<file path="src/rtl/router_pkg.sv">
// Shared definitions for the router port sink: header field layout, FSM states
// and the payload beat carried through the skid buffer.
package router_pkg;

   localparam int unsigned DATA_W   = 8;
   localparam int unsigned LEN_MSB  = 7;
   localparam int unsigned LEN_LSB  = 2;
   localparam int unsigned ADDR_MSB = 1;
   localparam int unsigned ADDR_LSB = 0;
   localparam int unsigned LEN_W    = LEN_MSB - LEN_LSB + 1;
   localparam int unsigned ADDR_W   = ADDR_MSB - ADDR_LSB + 1;

   typedef enum logic [1:0] {
      S_HEADER  = 2'd0,
      S_PAYLOAD = 2'd1,
      S_PARITY  = 2'd2
   } state_e;

   typedef struct packed {
      logic              last;
      logic [DATA_W-1:0] data;
   } beat_t;

endpackage

</file>
<file path="src/rtl/sink_skid_fifo.sv">
// Two-entry {last, data} buffer between the frame parser and the payload stream.
module sink_skid_fifo
   import router_pkg::*;
(
   input  logic       clk,
   input  logic       reset,
   input  logic       push,
   input  beat_t      push_beat,
   input  logic       pop,
   output beat_t      head,
   output logic [1:0] count
);

   beat_t mem [2];
   logic  wr_ptr;
   logic  rd_ptr;

   always_ff @(posedge clk) begin
      if (!reset) begin
         mem[0] <= '0;
         mem[1] <= '0;
         wr_ptr <= 1'b0;
         rd_ptr <= 1'b0;
         count  <= 2'd0;
      end else begin
         if (push) begin
            mem[wr_ptr] <= push_beat;
            wr_ptr      <= ~wr_ptr;
         end
         if (pop) begin
            rd_ptr <= ~rd_ptr;
         end
         case ({push, pop})
            2'b10:   count <= count + 2'd1;
            2'b01:   count <= count - 2'd1;
            default: count <= count;
         endcase
      end
   end

   assign head = mem[rd_ptr];

endmodule

</file>
<file path="src/rtl/router_packet_sink.sv">
// Drains one router output port FIFO, parses {header, payload, parity} frames,
// streams payload downstream and reports per-packet status and error counts.
module router_packet_sink
   import router_pkg::*;
#(
   parameter int unsigned TIMEOUT_CYCLES = 32,
   parameter int unsigned CNT_WIDTH      = 16
) (
   input  logic                 clk,
   input  logic                 reset,
   input  logic                 i_Output_Valid_Data,
   input  logic [DATA_W-1:0]    i_Output_Data,
   output logic                 o_Sig_Read_Enable,
   output logic [DATA_W-1:0]    o_Payload_Data,
   output logic                 o_Payload_Valid,
   output logic                 o_Payload_Last,
   input  logic                 i_Payload_Ready,
   output logic                 o_Packet_Done,
   output logic [ADDR_W-1:0]    o_Packet_Addr,
   output logic [LEN_W-1:0]     o_Packet_Length,
   output logic                 o_Parity_Error,
   output logic                 o_Timeout_Error,
   output logic [CNT_WIDTH-1:0] o_Packet_Count,
   output logic [CNT_WIDTH-1:0] o_Error_Count
);

   localparam int unsigned TMR_W = $clog2(TIMEOUT_CYCLES + 1);

   state_e               state_q, state_d;
   logic [LEN_W-1:0]     len_q, len_d, cnt_q, cnt_d, stat_len_d;
   logic [ADDR_W-1:0]    addr_q, addr_d, stat_addr_d;
   logic [DATA_W-1:0]    par_q, par_d;
   logic [TMR_W-1:0]     timer_q, timer_d;
   logic                 rd_pending;
   logic [1:0]           buf_count;
   logic                 pop, push;
   beat_t                push_beat, head;
   logic [2:0]           occupancy;
   logic                 expire;
   logic                 done_d, perr_d, terr_d;
   logic [CNT_WIDTH-1:0] pkt_cnt_d, err_cnt_d, pkt_inc, err_inc;

   sink_skid_fifo u_fifo (
      .clk       (clk),
      .reset     (reset),
      .push      (push),
      .push_beat (push_beat),
      .pop       (pop),
      .head      (head),
      .count     (buf_count)
   );

   assign o_Payload_Valid = (buf_count != 2'd0);
   assign o_Payload_Data  = head.data;
   assign o_Payload_Last  = head.last;
   assign pop             = o_Payload_Valid && i_Payload_Ready;

   // A same-cycle pop frees its slot, so a draining buffer keeps reads back-to-back.
   assign occupancy         = 3'(buf_count) - 3'(pop) + 3'(rd_pending);
   assign o_Sig_Read_Enable = i_Output_Valid_Data && reset && (occupancy < 3'd2);

   assign pkt_inc = (o_Packet_Count == '1) ? o_Packet_Count : o_Packet_Count + CNT_WIDTH'(1);
   assign err_inc = (o_Error_Count  == '1) ? o_Error_Count  : o_Error_Count  + CNT_WIDTH'(1);
   assign expire  = !rd_pending && (state_q != S_HEADER)
                    && (timer_q == TMR_W'(TIMEOUT_CYCLES - 1));

   always_comb begin
      state_d     = state_q;
      len_d       = len_q;
      addr_d      = addr_q;
      par_d       = par_q;
      cnt_d       = cnt_q;
      timer_d     = timer_q;
      done_d      = 1'b0;
      stat_addr_d = o_Packet_Addr;
      stat_len_d  = o_Packet_Length;
      perr_d      = o_Parity_Error;
      terr_d      = o_Timeout_Error;
      pkt_cnt_d   = o_Packet_Count;
      err_cnt_d   = o_Error_Count;
      push        = 1'b0;
      push_beat   = '0;

      // timer holds cycles elapsed since the most recent arrival
      if (rd_pending) begin
         timer_d = TMR_W'(1);
      end else if (state_q != S_HEADER) begin
         timer_d = timer_q + TMR_W'(1);
      end

      case (state_q)
         S_HEADER: begin
            if (rd_pending) begin
               len_d   = i_Output_Data[LEN_MSB:LEN_LSB];
               addr_d  = i_Output_Data[ADDR_MSB:ADDR_LSB];
               par_d   = i_Output_Data;
               cnt_d   = '0;
               state_d = (i_Output_Data[LEN_MSB:LEN_LSB] == '0) ? S_PARITY : S_PAYLOAD;
            end
         end
         S_PAYLOAD: begin
            if (rd_pending) begin
               par_d          = par_q ^ i_Output_Data;
               push           = 1'b1;
               push_beat.data = i_Output_Data;
               push_beat.last = (cnt_q == len_q - LEN_W'(1));
               cnt_d          = cnt_q + LEN_W'(1);
               if (push_beat.last) begin
                  state_d = S_PARITY;
               end
            end
         end
         S_PARITY: begin
            if (rd_pending) begin
               done_d      = 1'b1;
               stat_addr_d = addr_q;
               stat_len_d  = len_q;
               perr_d      = (i_Output_Data != par_q);
               terr_d      = 1'b0;
               if (perr_d) begin
                  err_cnt_d = err_inc;
               end else begin
                  pkt_cnt_d = pkt_inc;
               end
               state_d = S_HEADER;
            end
         end
         default: state_d = S_HEADER;
      endcase

      // abort a stalled packet; already-buffered bytes still drain
      if (expire) begin
         done_d      = 1'b1;
         stat_addr_d = addr_q;
         stat_len_d  = len_q;
         perr_d      = 1'b0;
         terr_d      = 1'b1;
         err_cnt_d   = err_inc;
         state_d     = S_HEADER;
      end
   end

   always_ff @(posedge clk) begin
      if (!reset) begin
         state_q         <= S_HEADER;
         len_q           <= '0;
         addr_q          <= '0;
         par_q           <= '0;
         cnt_q           <= '0;
         timer_q         <= '0;
         rd_pending      <= 1'b0;
         o_Packet_Done   <= 1'b0;
         o_Packet_Addr   <= '0;
         o_Packet_Length <= '0;
         o_Parity_Error  <= 1'b0;
         o_Timeout_Error <= 1'b0;
         o_Packet_Count  <= '0;
         o_Error_Count   <= '0;
      end else begin
         state_q         <= state_d;
         len_q           <= len_d;
         addr_q          <= addr_d;
         par_q           <= par_d;
         cnt_q           <= cnt_d;
         timer_q         <= timer_d;
         rd_pending      <= o_Sig_Read_Enable;
         o_Packet_Done   <= done_d;
         o_Packet_Addr   <= stat_addr_d;
         o_Packet_Length <= stat_len_d;
         o_Parity_Error  <= perr_d;
         o_Timeout_Error <= terr_d;
         o_Packet_Count  <= pkt_cnt_d;
         o_Error_Count   <= err_cnt_d;
      end
   end

endmodule

</file>
<file path="config.mk">
export PLATFORM = sky130hd
export DESIGN_NAME = router_packet_sink
export DESIGN_NICKNAME = d
export VERILOG_FILES = /design/src/rtl/router_pkg.sv /design/src/rtl/sink_skid_fifo.sv /design/src/rtl/router_packet_sink.sv
export SDC_FILE = /design/constraint.sdc
export NUM_CORES = 1
export LEC_CHECK = 0
export CORE_MARGIN = 2
export CORE_UTILIZATION = 30
export CTS_BUF_LIST = sky130_fd_sc_hd__clkbuf_16
export DETAILED_ROUTE_END_ITERATION = 8
export PLACE_DENSITY = 0.49
export SLEW_MARGIN = 20
export SYNTH_ARGS = -nofsm -noshare
export SYNTH_HDL_FRONTEND = slang
export SYNTH_SLANG_ARGS = --single-unit
</file>
<file path="constraint.sdc">
create_clock -name clk -period 4.6 [get_ports clk]
set_clock_uncertainty 0.2 [all_clocks]
set_input_delay 1.38 -clock clk [delete_from_list [all_inputs] [get_ports clk]]
set_output_delay 1.38 -clock clk [all_outputs]
set_load 0.05 [all_outputs]
</file>
**Yosys cells after proc, flatten, opt, wreduce, memory -nomap -nowiden**

Memories as Yosys holds them, arrays and structs flattened. A register that Yosys moved wholly into a read port is not among the register bits.
Index checks and enable logic that the tools add are counted.

- Memories: 1
- Output and inout bits: 54
- Register bits: 78
- Memory bits (writable): 18

Memory list:

| name | words | width | rd ports | clocked after memory_dff | write ports | line | source |
|---|---|---|---|---|---|---|---|
| u_fifo.mem | 2 | 9 | 1 | 1 | 2 | sink_skid_fifo.sv:14 | `beat_t mem [2];` |

- Bitwise gates (word level): 6
- Equal/unequal tests: 13
- Reduce and logical (&&, ||, !) cells: 26
- $lt $le $gt $ge: 1
- Add/sub/neg operators: 9
- Multiplexer cells: 44

Operators with widths:

| kind | count |
|---|---|
| 16-bit 2-to-1 mux | 5 |
| 16-bit by 1-bit adder with 16-bit output (second input constant) | 2 |
| 16-bit == test (second input constant) | 2 |
| 6-bit 2-to-1 mux | 5 |
| 9-bit 2-to-1 mux | 3 |
| 1-bit 2-to-1 mux | 17 |
| 2-bit 2-to-1 mux | 8 |
| 8-bit 2-to-1 mux | 2 |
| 8-bit case mux with 2 select lines | 1 |
| 2-bit nonzero test | 8 |
| 6-bit by 1-bit adder with 6-bit output (second input constant) | 2 |
| 6-bit case mux with 2 select lines | 1 |
| 9-bit OR reduction | 1 |
| 2-bit inequality test (second input constant) | 4 |
| 8-bit inequality test | 1 |
| 4-bit AND reduction | 2 |
| 8-bit bitwise XOR | 1 |
| 6-bit by 5-bit == test with 1-bit output (second input constant) | 1 |
| 6-bit == test | 1 |
| 6-bit zero test | 1 |
| 2-bit case mux with 3 select lines | 1 |
| 2-bit AND reduction | 3 |
| 3-bit AND reduction | 2 |
| 6-bit by 1-bit subtractor with 6-bit output (second input constant) | 1 |
| other kinds (13) | 24 |

**Longest topological paths before layout**

Gate-level depths: netlist (run 1).

- Depth after elaboration: 7
- Depth in mapped cells: 9
- Gate-level depth less buffers: 7

**Cells and area by module**

Synthesis (run 1) repeated with hierarchy kept, for this count alone.

- Cells, all modules: 531
- Area total of the unflattened synthesis: 4693.3 um^2

By module, submodules not included:

| module | area an instance (um^2) | cells each | instances | sequential area each (um^2) |
|---|---|---|---|---|
| router_packet_sink | 3727.3 | 452 | 1 | 1481.4 |
| sink_skid_fifo | 965.9 | 79 | 1 | 640.6 |

**Least setup slack after synthesis (run 1)**

No wires, ideal clock.

- Path type: input to output
- Start point: input port i_Payload_Ready
- End point: output port o_Sig_Read_Enable
- Slack: -0.156 ns
- Data arrival time: 3.176 ns
- Cell stages on the path: 6
- Cells stage by stage: and2_1 > ha_1 > nand2b_1 > fa_1 > nand3_1 > nor2_1

- Cells in the longest elaborated chain, start to end: 5

RTL lines:

| item | line | source |
|---|---|---|
| from (decl) | router_packet_sink.sv:17 | `input logic i_Payload_Ready,` |
| 1-bit logical AND | router_packet_sink.sv:56 | `assign pop = o_Payload_Valid && i_Payload_Ready;` |
| 2-bit by 1-bit subtractor with 3-bit output | router_packet_sink.sv:59 | `assign occupancy = 3'(buf_count) - 3'(pop) + 3'(rd_pending);` |
| 3-bit by 1-bit adder with 3-bit output | router_packet_sink.sv:59 |  |
| 3-bit by 2-bit less-than comparator with 1-bit output | router_packet_sink.sv:60 | `assign o_Sig_Read_Enable = i_Output_Valid_Data && reset && (occupancy < 3'd2);` |
| 1-bit logical AND | router_packet_sink.sv:60 |  |
| to (decl) | router_packet_sink.sv:13 | `output logic o_Sig_Read_Enable,` |

No other way between the ends.

**Final worst setup path (run 1)**

- Start point: input port i_Payload_Ready
- End point: output port o_Sig_Read_Enable

- Cells in the longest elaborated chain, start to end: 5

RTL lines:

| item | line | source |
|---|---|---|
| 1-bit logical AND | router_packet_sink.sv:56 |  |
| named net pop | router_packet_sink.sv:36 | `logic pop, push;` |
| 2-bit by 1-bit subtractor with 3-bit output | router_packet_sink.sv:59 |  |
| 3-bit by 1-bit adder with 3-bit output | router_packet_sink.sv:59 |  |
| 3-bit by 2-bit less-than comparator with 1-bit output | router_packet_sink.sv:60 |  |
| 1-bit logical AND | router_packet_sink.sv:60 |  |

The timed path passes the listed nets, and every way through them passes these cells.

==> metrics, run 1 <==
Total Wirelength 12.5 mm; CTS buffer count 9; initial antenna violation count 0; Hold Path Sink addr_q[0]; most common cell after layout, fill and taps aside dfxtp_1; clock sinks 97; sequential group share of total power 0.466; Unique masters post-synth 53; Area growth syn-to-layout 25.6%; Vias/cell 5.09; Detail Placement HPWL 8.54 mm; Fill cells 1568; Post-synth EDFFs 18; Finished Cell Area 6060 um^2; die area 17100 um^2; Ys Warns 0; Pint 1470 uW; Top FF cell, synth dfxtp_1; Reg2Reg Launch Point state_q[0]; Post-Synthesis Cell Area 4830 um^2; Critical Path Sink Type output port; placed cell area 5700 um^2; syn_area_per_cell 8.97 um^2; DRT iter0 DRCs 284; worst r2r dst u_fifo.count[1]; Power Total 1990 uW; crit path max fanout 2; Std-Cell Rows 46; Detail Route Antenna Nets 0; die width 131 um; largest net degree at the start of global routing 56; combinational share of power 0.130; Die H 131 um; DRC 0; H-tree level count 3; via total after detailed routing 4151; syn_nets 558; Worst R2R Path Depth 6; NetSw 518 uW; sequential fraction of the synthesis area 0.440; Worst-path clk slew 0.06 ns; Nets 615; register area 2120 um^2; Hold Startpoint addr_q[0]; final core utilization 0.383; status complete, no violations; worst reg-to-reg setup slack 1.50 ns; Relative slew margins 0.275; first-pass GRT wire length 20.2 mm; crit path max-delay cell type fa_1; Cells after Synth 538; crit-path cells clkdlybuf4s15_1 -> and2_4 -> ha_4 -> nand2b_4 -> fa_1 -> nand3_2 -> nor2_4 -> buf_12; Hold Path Depth 2; PD cells 328 nW/um^2; core area 15800 um^2; startpoint type of the worst setup path input port; per-cell routed wire length 15.3 um; maxcap violations 0; CTS tree yes; asr flop ratio synth 0; f_max 221 MHz; DR pass1 iterations 4; area occupied by multi-input gates 2560 um^2; fin. max-slew vios 0; GRT Residual Overflow 0; Post-CTS Hold Buffers 0; CP max stage delay 0.50 ns; kind of critical path in -> out; crit path launch i_Payload_Ready; worst vdd ir 0.000182 V; IO Pins 66; Initial Utilization 0.305; HP Class reg -> reg; synthesized flop and latch total 97; crit path DAT 2.94 ns; crit share post-route 0.983; Hold Vio Cnt, Final 0; GRT Resource Usage Total 0.151; worst-margin pin slew 1.08 ns; critical path required time 3.02 ns; port bufs 65; clock period minus worst slack 4.52 ns; RSZ-0062 raised after global routing no; clock share of power 0.404; TNS Setup 0 ns; Worst-Skew Late Latency 0.35 ns; RePlAce Congestion 0.776; vias in the first global route 3896; share of cells above drive strength 1 0.0833; clock buffer depth 2; switch share 0.260; n_diodes 0; Final Setup Violations 0; clock root buffer clkbuf_16; commonest cells after routing, fill and taps aside dfxtp_1, clkdlybuf4s50_1, nand2_1; P_leak 0.00196 uW
[cells by family after synthesis]
kind of cell	synth area share
buf+inv	0.0376
mux	0.0583
flops	0.440
fa+ha+maj	0.0223
simple gates	0.249
xor+xnor	0.0472
compound gates	0.145
[worst max-delay path: cells and delay by family]
kind	cells	cell delay, ns
adders and majority gates	2	0.73
buffers and inverters	2	0.30
and+or+nand+nor	4	0.53
[flip-flops by register name (all words and copies together) (netlist names), named ones only]
register / cells
o_Timeout_Error: 1
o_Error_Count: 16
o_Parity_Error: 1
rd_pending: 1
u_fifo.wr_ptr: 1
o_Packet_Addr: 2
par_q: 8
timer_q: 6
u_fifo.count: 2
o_Packet_Count: 16
state_q: 2
u_fifo.mem: 18
cnt_q: 6
o_Packet_Length: 6
len_q: 6
u_fifo.rd_ptr: 1
addr_q: 2
o_Packet_Done: 1
[synth_stat cells, types with 9 or more instances]
library cell | n | share of area
nor2_1 | 34 | 0.026
o21ai_0 | 24 | 0.025
mux2i_1 | 18 | 0.037
and2_1 | 18 | 0.023
xor2_1 | 9 | 0.016
clkbuf_1 | 25 | 0.019
a21oi_1 | 45 | 0.047
o31ai_1 | 10 | 0.016
nand4_1 | 13 | 0.017
a22oi_1 | 9 | 0.014
nor3_1 | 9 | 0.0093
mux2_2 | 9 | 0.021
inv_1 | 12 | 0.0093
edfxtp_1 | 18 | 0.11
dfxtp_1 | 79 | 0.33
nand2_1 | 55 | 0.043
nand2b_1 | 16 | 0.021
or4_1 | 14 | 0.022
xnor2_1 | 17 | 0.031
nand3_1 | 30 | 0.031
[repair_timing]
item,in CTS,in global routing
buffers inserted,1,0
resized for setup,7,1
setup endpoints to repair,1,1
pin swaps,5,3
[final cells by class]
cell class              instances  area share
multi-input cells             398       0.423
flip-flops and latches         97       0.350
repair buffers                 76       0.123
well taps                     216      0.0446
clock buffers                   9      0.0372
clock inverters                 7      0.0140
inverters                      13     0.00805
[power groups by stage]
stage / clock (uW) / combinational (uW) / sequential (uW)
after floorplan: 0 / 185 / 929
after global placement: 0 / 248 / 944
after detailed placement: 0 / 251 / 946
after CTS: 824 / 259 / 927
after global routing: 858 / 289 / 932
final: 803 / 259 / 927
[worst max path at each step]
stage,to,slack (ns),cells after the start
3_3_place_gp,o_Sig_Read_Enable,-0.23,8
3_5_place_dp,o_Sig_Read_Enable,-0.24,8
5_1_grt,o_Sig_Read_Enable,0.009,8
6_report,o_Sig_Read_Enable,0.08,8
2_1_floorplan,o_Sig_Read_Enable,0.06,6
4_1_cts,o_Sig_Read_Enable,0.02,8
[through the flow]
step,setup slack (ns),hold slack (ns),cells
detailed placement,-0.240,0.251,799
CTS,0.0246,0.262,816
global placement,-0.231,0.251,799
global route,0.00880,0.280,816
finish,0.0779,0.259,816
floorplan,0.0580,0.237,538
[metal layers]
metal  GRT usage  up-vias  wire (um)
met5           0        -          0
met4      0.0601        0        231
met3      0.0204       16        380
met2       0.244       85       5720
met1       0.205     1989       6120
li1            -     2061          -
Power figures use the tool's default switching activity.
==> inputs of run 2 (changes only) <==
ABC_AREA = 1   (was unset)
PLACE_DENSITY = 0.48   (was 0.49)
==> run 2 against run 1 <==
Against the previous run: first-iteration DRC count down 7.4%; critical endpoint unchanged; total power shrank 1.6%; utilization fell by 1.1 points; cell area is 5.8% higher; highest routed layer unchanged.
==> metrics, run 2 <==
status complete, no violations (unchanged); Post-synth EDFFs 18 (unchanged); top-area cell type share of the netlist area 0.301 (was 0.328); vias in the first global route 4437 (was 3896); Std-Cell Rows 48 (was 46); worst reg-to-reg setup slack 2.15 ns (was 1.50 ns); port bufs 65 (unchanged); largest area contributor in the netlist dfxtp_1 (unchanged); DR pass1 iterations 4 (unchanged); crit path DAT 2.95 ns (was 2.94 ns); Detail Route Antenna Nets 0 (unchanged); Total Wirelength 13.7 mm (was 12.5 mm); worst vdd ir 0.000210 V (was 0.000182 V); commonest cells after routing, fill and taps aside nand2_1, dfxtp_1, nor2_1 (was dfxtp_1, clkdlybuf4s50_1, nand2_1); maxcap violations 0 (unchanged); PD cells 305 nW/um^2 (was 328 nW/um^2); asr flop ratio synth 0 (unchanged); Vias/cell 4.83 (was 5.09); die area 18600 um^2 (was 17100 um^2); most common cell in the synthesized netlist nand2_1 (was dfxtp_1); IO Pins 66 (unchanged); Initial Utilization 0.305 (about the same); Nets 747 (was 615); kind of critical path in -> out (unchanged); HP Class reg -> reg (unchanged); biggest regs u_fifo.mem x18, o_Error_Count x16, o_Packet_Count x16 (unchanged); initial antenna violation count 0 (unchanged); crit share post-route 0.986 (was 0.983); Ys Warns 0 (unchanged); Final Setup Violations 0 (unchanged); first-pass GRT wire length 22.0 mm (was 20.2 mm); Worst R2R Path Depth 4 (was 6); GRT Resource Usage Total 0.151 (about the same); sequential fraction of the synthesis area 0.404 (was 0.440); CP endpoint o_Sig_Read_Enable (unchanged); CP Depth 9 (was 8); Top reg by flops u_fifo.mem (unchanged); CTS buffer count 9 (unchanged); Detail Placement HPWL 9.44 mm (was 8.54 mm); fin. max-slew vios 0 (unchanged); placed cell area 6080 um^2 (was 5700 um^2); most common cell after layout, fill and taps aside nand2_1 (was dfxtp_1); Top FF cell, synth dfxtp_1 (unchanged); Min Hold Slack 0.259 ns (about the same); synthesized flop and latch total 97 (unchanged); CP top delay family adder cells (unchanged); largest net degree at the start of global routing 36 (was 56); clock root buffer clkbuf_16 (unchanged); Unique masters post-synth 46 (was 53); Die H 136 um (was 131 um); worst r2r dst par_q[1] (was u_fifo.count[1]); startpoint type of the worst setup path input port (unchanged); f_max 221 MHz (about the same); via total after detailed routing 4618 (was 4151); core area 17200 um^2 (was 15800 um^2); area occupied by multi-input gates 2770 um^2 (was 2560 um^2); GRT Residual Overflow 0 (unchanged); share of cells above drive strength 1 0.123 (was 0.0833); max FFs per register 18 (unchanged); worst-margin pin slew 0.789 ns (was 1.08 ns); P_leak 0.00237 uW (was 0.00196 uW); clock period minus worst slack 4.53 ns (was 4.52 ns); commonest cells in the netlist nand2_1, dfxtp_1, nor2_1, inv_1, a21oi_1 (was dfxtp_1, nand2_1, a21oi_1, nor2_1, nand3_1); per-cell routed wire length 14.3 um (was 15.3 um); Area growth syn-to-layout 22.0% (was 25.6%); DRT iter0 DRCs 263 (was 284); crit-path cells buf_2 -> nand2_2 -> inv_2 -> ha_4 -> or2_4 -> fa_2 -> nand3_4 -> nor2_4 -> buf_12 (was clkdlybuf4s15_1 -> and2_4 -> ha_4 -> nand2b_4 -> fa_1 -> nand3_2 -> nor2_4 -> buf_12); n_diodes 0 (unchanged); crit path max fanout 2 (unchanged); critical path required time 3.02 ns (about the same); Worst-path clk slew 0.07 ns (was 0.06 ns); CP max stage delay 0.55 ns (was 0.50 ns); Synth area leaders dfxtp_1, nand2_1, edfxtp_1, a21oi_1, nand4_1 (was dfxtp_1, edfxtp_1, a21oi_1, nand2_1, mux2i_1); clock buffer depth 2 (unchanged); register area 2120 um^2 (unchanged); Relative slew margins 0.473 (was 0.275); syn_nets 693 (was 558); RSZ-0062 raised after global routing no (unchanged); Hold Vio Cnt, Final 0 (unchanged); crit path max-delay cell type fa_2 (was fa_1); CTS tree yes (unchanged); clock sinks 97 (unchanged); H-tree level count 3 (unchanged); Critical Path Sink Type output port (unchanged); RePlAce Congestion 0.805 (was 0.776); DRC 0 (unchanged); Power Total 1960 uW (was 1990 uW); syn_area_per_cell 7.81 um^2 (was 8.97 um^2); TNS Setup 0 ns (unchanged); crit path launch i_Payload_Ready (unchanged); Reg2Reg Launch Point rd_pending (was state_q[0]); Worst-Skew Late Latency 0.35 ns (about the same); Fill cells 1745 (was 1568); CP bufs+invs 3 (was 2); Post-Synthesis Cell Area 5260 um^2 (was 4830 um^2); die width 136 um (was 131 um); Finished Cell Area 6410 um^2 (was 6060 um^2); Cells after Synth 673 (was 538)
[run 2: cell count changes after synthesis, sizes merged, moves of 15 or more]
cell,previous run,this run
nand2,55,161
nand4,13,44
and2,18,0
nor2,34,77
a21oi,45,61
nand2b,16,0
inv,13,66
or4,15,0
mux2i,18,0
[run 2: layer usage]
metal | routed length [um] | global-route usage
met5 | 0 | 0
met1 | 6710 | 0.203
met3 | 450 | 0.0231
met2 | 6310 | 0.243
met4 | 204 | 0.0625
[run 2: how the worst min path moves through the flow]
stage                     to           from  cells past startpoint
2_1_floorplan      flip-flop  u_fifo.rd_ptr                      1
3_3_place_gp   u_fifo.rd_ptr  u_fifo.rd_ptr                      1
3_5_place_dp       flip-flop  u_fifo.rd_ptr                      1
4_1_cts        u_fifo.rd_ptr  u_fifo.rd_ptr                      1
5_1_grt        u_fifo.rd_ptr  u_fifo.rd_ptr                      1
6_report       u_fifo.rd_ptr  u_fifo.rd_ptr                      1
[run 2: layout make-up]
type	instances	area share
Timing Repair Buffer	69	0.107
Multi-Input combinational cell	482	0.432
Tap cell	225	0.0439
Clock inverter	7	0.0119
Sequential cell	97	0.331
Inverter	68	0.0398
Clock buffer	9	0.0351
[run 2: what timing repair did]
action | 4_1_cts | 5_1_grt
cloned | 0 | 0
pin swaps | 6 | 4
endpoints found under the hold margin | 0 | 0
endpoints found under the setup margin | 1 | 1
hold buffers | 0 | 0
gates resized for setup | 7 | 4
buffers inserted | 0 | 0
[run 2: power by group]
| group | switching, uW | internal, uW |
|---|---|---|
| clock network | 351 | 428 |
| logic | 169 | 89.5 |
| registers | 27.1 | 894 |
[run 2: logic make-up after synthesis]
group                      share of synthesized area
and+or+nand+nor                                0.318
AOI/OAI and AO/OA                              0.116
DFF                                            0.404
buffers and inverters                         0.0790
xor gates and xnor gates                      0.0433
muxes                                         0.0193
adders and majority gates                     0.0205
[run 2: metrics by stage]
stage,setup slack (ns),instances,util
global route,0.00980,957,0.372
finish,0.0652,957,0.372
detailed placement,-0.361,941,0.353
CTS,0.0278,957,0.371
global placement,-0.338,941,0.353
floorplan,0.0411,673,-
==> inputs of run 3 (changes only) <==
MAX_ROUTING_LAYER = met4   (was unset)
SKIP_LAST_GASP = 1   (was unset)
==> run 3 against run 2 <==
Against the previous run: worst hold slack hardly changed; utilization unchanged; first-iteration DRC count rose by 7.6%; worst setup slack about the same; global-route usage grew 0.45 points; sequential cell count stayed put; combinational power is essentially flat; cell count did not move; critical path depth unchanged; total power hardly changed; sequential share of layout area is the same; wire length fell by 0.42%.
==> metrics, run 3 (synthesis gave the netlist of run 2 again) <==
Std-Cell Rows 48 (unchanged); Critical Path Sink Type output port (unchanged); share of cells above drive strength 1 0.123 (unchanged); worst vdd ir 0.000209 V (was 0.000210 V); PD cells 305 nW/um^2 (about the same); H-tree level count 3 (unchanged); n_diodes 0 (unchanged); first-pass GRT wire length 22.0 mm (about the same); critical path required time 3.02 ns (about the same); commonest cells after routing, fill and taps aside nand2_1, dfxtp_1, nor2_1 (unchanged); Detail Placement HPWL 9.44 mm (unchanged); status complete, no violations (unchanged); Worst-path clk slew 0.07 ns (about the same); die area 18600 um^2 (unchanged); Die H 136 um (unchanged); DR pass1 iterations 5 (was 4); Hold Vio Cnt, Final 0 (unchanged); Final Setup Violations 0 (unchanged); max FFs per register 18 (unchanged); Hold Path Sink u_fifo.rd_ptr (unchanged); via total after detailed routing 4604 (was 4618); IO Pins 66 (unchanged); Worst R2R Path Depth 4 (unchanged); fin. max-slew vios 0 (unchanged); Detail Route Antenna Nets 0 (unchanged); Worst-Skew Late Latency 0.35 ns (about the same); DRT iter0 DRCs 283 (was 263); largest net degree at the start of global routing 36 (unchanged); setup bufs post-CTS 0 (unchanged); P_leak 0.00237 uW (unchanged); startpoint type of the worst setup path input port (unchanged); clock buffer depth 2 (unchanged); most common cell after layout, fill and taps aside nand2_1 (unchanged); maxcap violations 0 (unchanged); CTS tree yes (unchanged); worst r2r dst par_q[1] (unchanged); per-cell routed wire length 14.2 um (was 14.3 um); port bufs 65 (unchanged); crit path max fanout 2 (unchanged); initial antenna violation count 0 (unchanged); Reg2Reg Launch Point rd_pending (unchanged); f_max 221 MHz (about the same); CTS buffer count 9 (unchanged); core area 17200 um^2 (unchanged); GRT Resource Usage Total 0.156 (was 0.151); RePlAce Congestion 0.817 (was 0.805); vias in the first global route 4430 (was 4437); kind of critical path in -> out (unchanged); GRT Residual Overflow 0 (unchanged); clock period minus worst slack 4.53 ns (about the same); placed cell area 6080 um^2 (unchanged); Top reg by flops u_fifo.mem (unchanged); Relative slew margins 0.460 (was 0.473); crit path DAT 2.95 ns (about the same); Nets 747 (unchanged); Hold Startpoint u_fifo.rd_ptr (unchanged); Initial Utilization 0.305 (unchanged); HP Class reg -> reg (unchanged); TNS Setup 0 ns (unchanged); Vias/cell 4.81 (was 4.83); crit share post-route 0.986 (about the same); Total Wirelength 13.6 mm (was 13.7 mm); DRC 0 (unchanged); clock sinks 97 (unchanged); die width 136 um (unchanged); Hold Path Depth 1 (unchanged); biggest regs u_fifo.mem x18, o_Error_Count x16, o_Packet_Count x16 (unchanged); worst-margin pin slew 0.807 ns (was 0.789 ns); worst reg-to-reg setup slack 2.14 ns (was 2.15 ns); clock root buffer clkbuf_16 (unchanged); Area growth syn-to-layout 22.0% (unchanged); RSZ-0062 raised after global routing no (unchanged); Post-CTS Hold Buffers 0 (unchanged); Finished Cell Area 6410 um^2 (unchanged)
[run 3: cell type report]
class | instances | area, um^2
clock inverter | 7 | 76.3
timing repair buffer | 69 | 686
tap | 225 | 282
clock buffer | 9 | 225
inverter | 68 | 255
fill | 1745 | 10800
multi-input combinational | 482 | 2770
sequential | 97 | 2120
[run 3: worst max-delay path: stages]
cell	delay [ns]
buf_2	0.10
nand2_2	0.05
inv_2	0.05
ha_4	0.22
or2_4	0.24
fa_2	0.55
nand3_4	0.09
nor2_4	0.13
buf_12	0.14
[run 3: worst max path at each step]
stage                    startpoint                end  slack, ns  cells after the start
detailed placement  i_Payload_Ready  o_Sig_Read_Enable      -0.36                      9
finish              i_Payload_Ready  o_Sig_Read_Enable       0.07                      9
global route        i_Payload_Ready  o_Sig_Read_Enable       0.01                      9
floorplan           i_Payload_Ready  o_Sig_Read_Enable       0.04                      7
global placement    i_Payload_Ready  o_Sig_Read_Enable      -0.34                      9
CTS                 i_Payload_Ready  o_Sig_Read_Enable       0.03                      9
[run 3: repair_timing]
action | 4_1_cts | 5_1_grt
pin swaps | 6 | 4
hold endpoints to repair | 0 | 0
gates resized for setup | 7 | 4
gates cloned | 0 | 0
endpoints found under the setup margin | 1 | 1
[run 3: layer usage]
| metal | track usage | vias up | routed length (um) |
|---|---|---|---|
| met5 | - | - | 0 |
| met4 | 0.0625 | 0 | 206 |
| met3 | 0.0194 | 13 | 479 |
| met2 | 0.243 | 89 | 6220 |
| met1 | 0.205 | 2140 | 6720 |
| li1 | - | 2362 | - |
[run 3: where the power goes]
| part | switching [uW] | internal (uW) |
|---|---|---|
| sequential | 27.1 | 894 |
| combinational | 169 | 89.5 |
| clock | 350 | 428 |
[run 3: per-stage QoR]
stage,setup WS (ns),utilization,hold slack (ns),power (uW),std cells
after floorplan,0.0411,-,0.226,1120,673
after global routing,0.00980,0.372,0.299,2050,957
after CTS,0.0278,0.371,0.259,1980,957
after detailed placement,-0.361,0.353,0.246,1190,941
final,0.0651,0.372,0.259,1960,957
after global placement,-0.338,0.353,0.237,1190,941
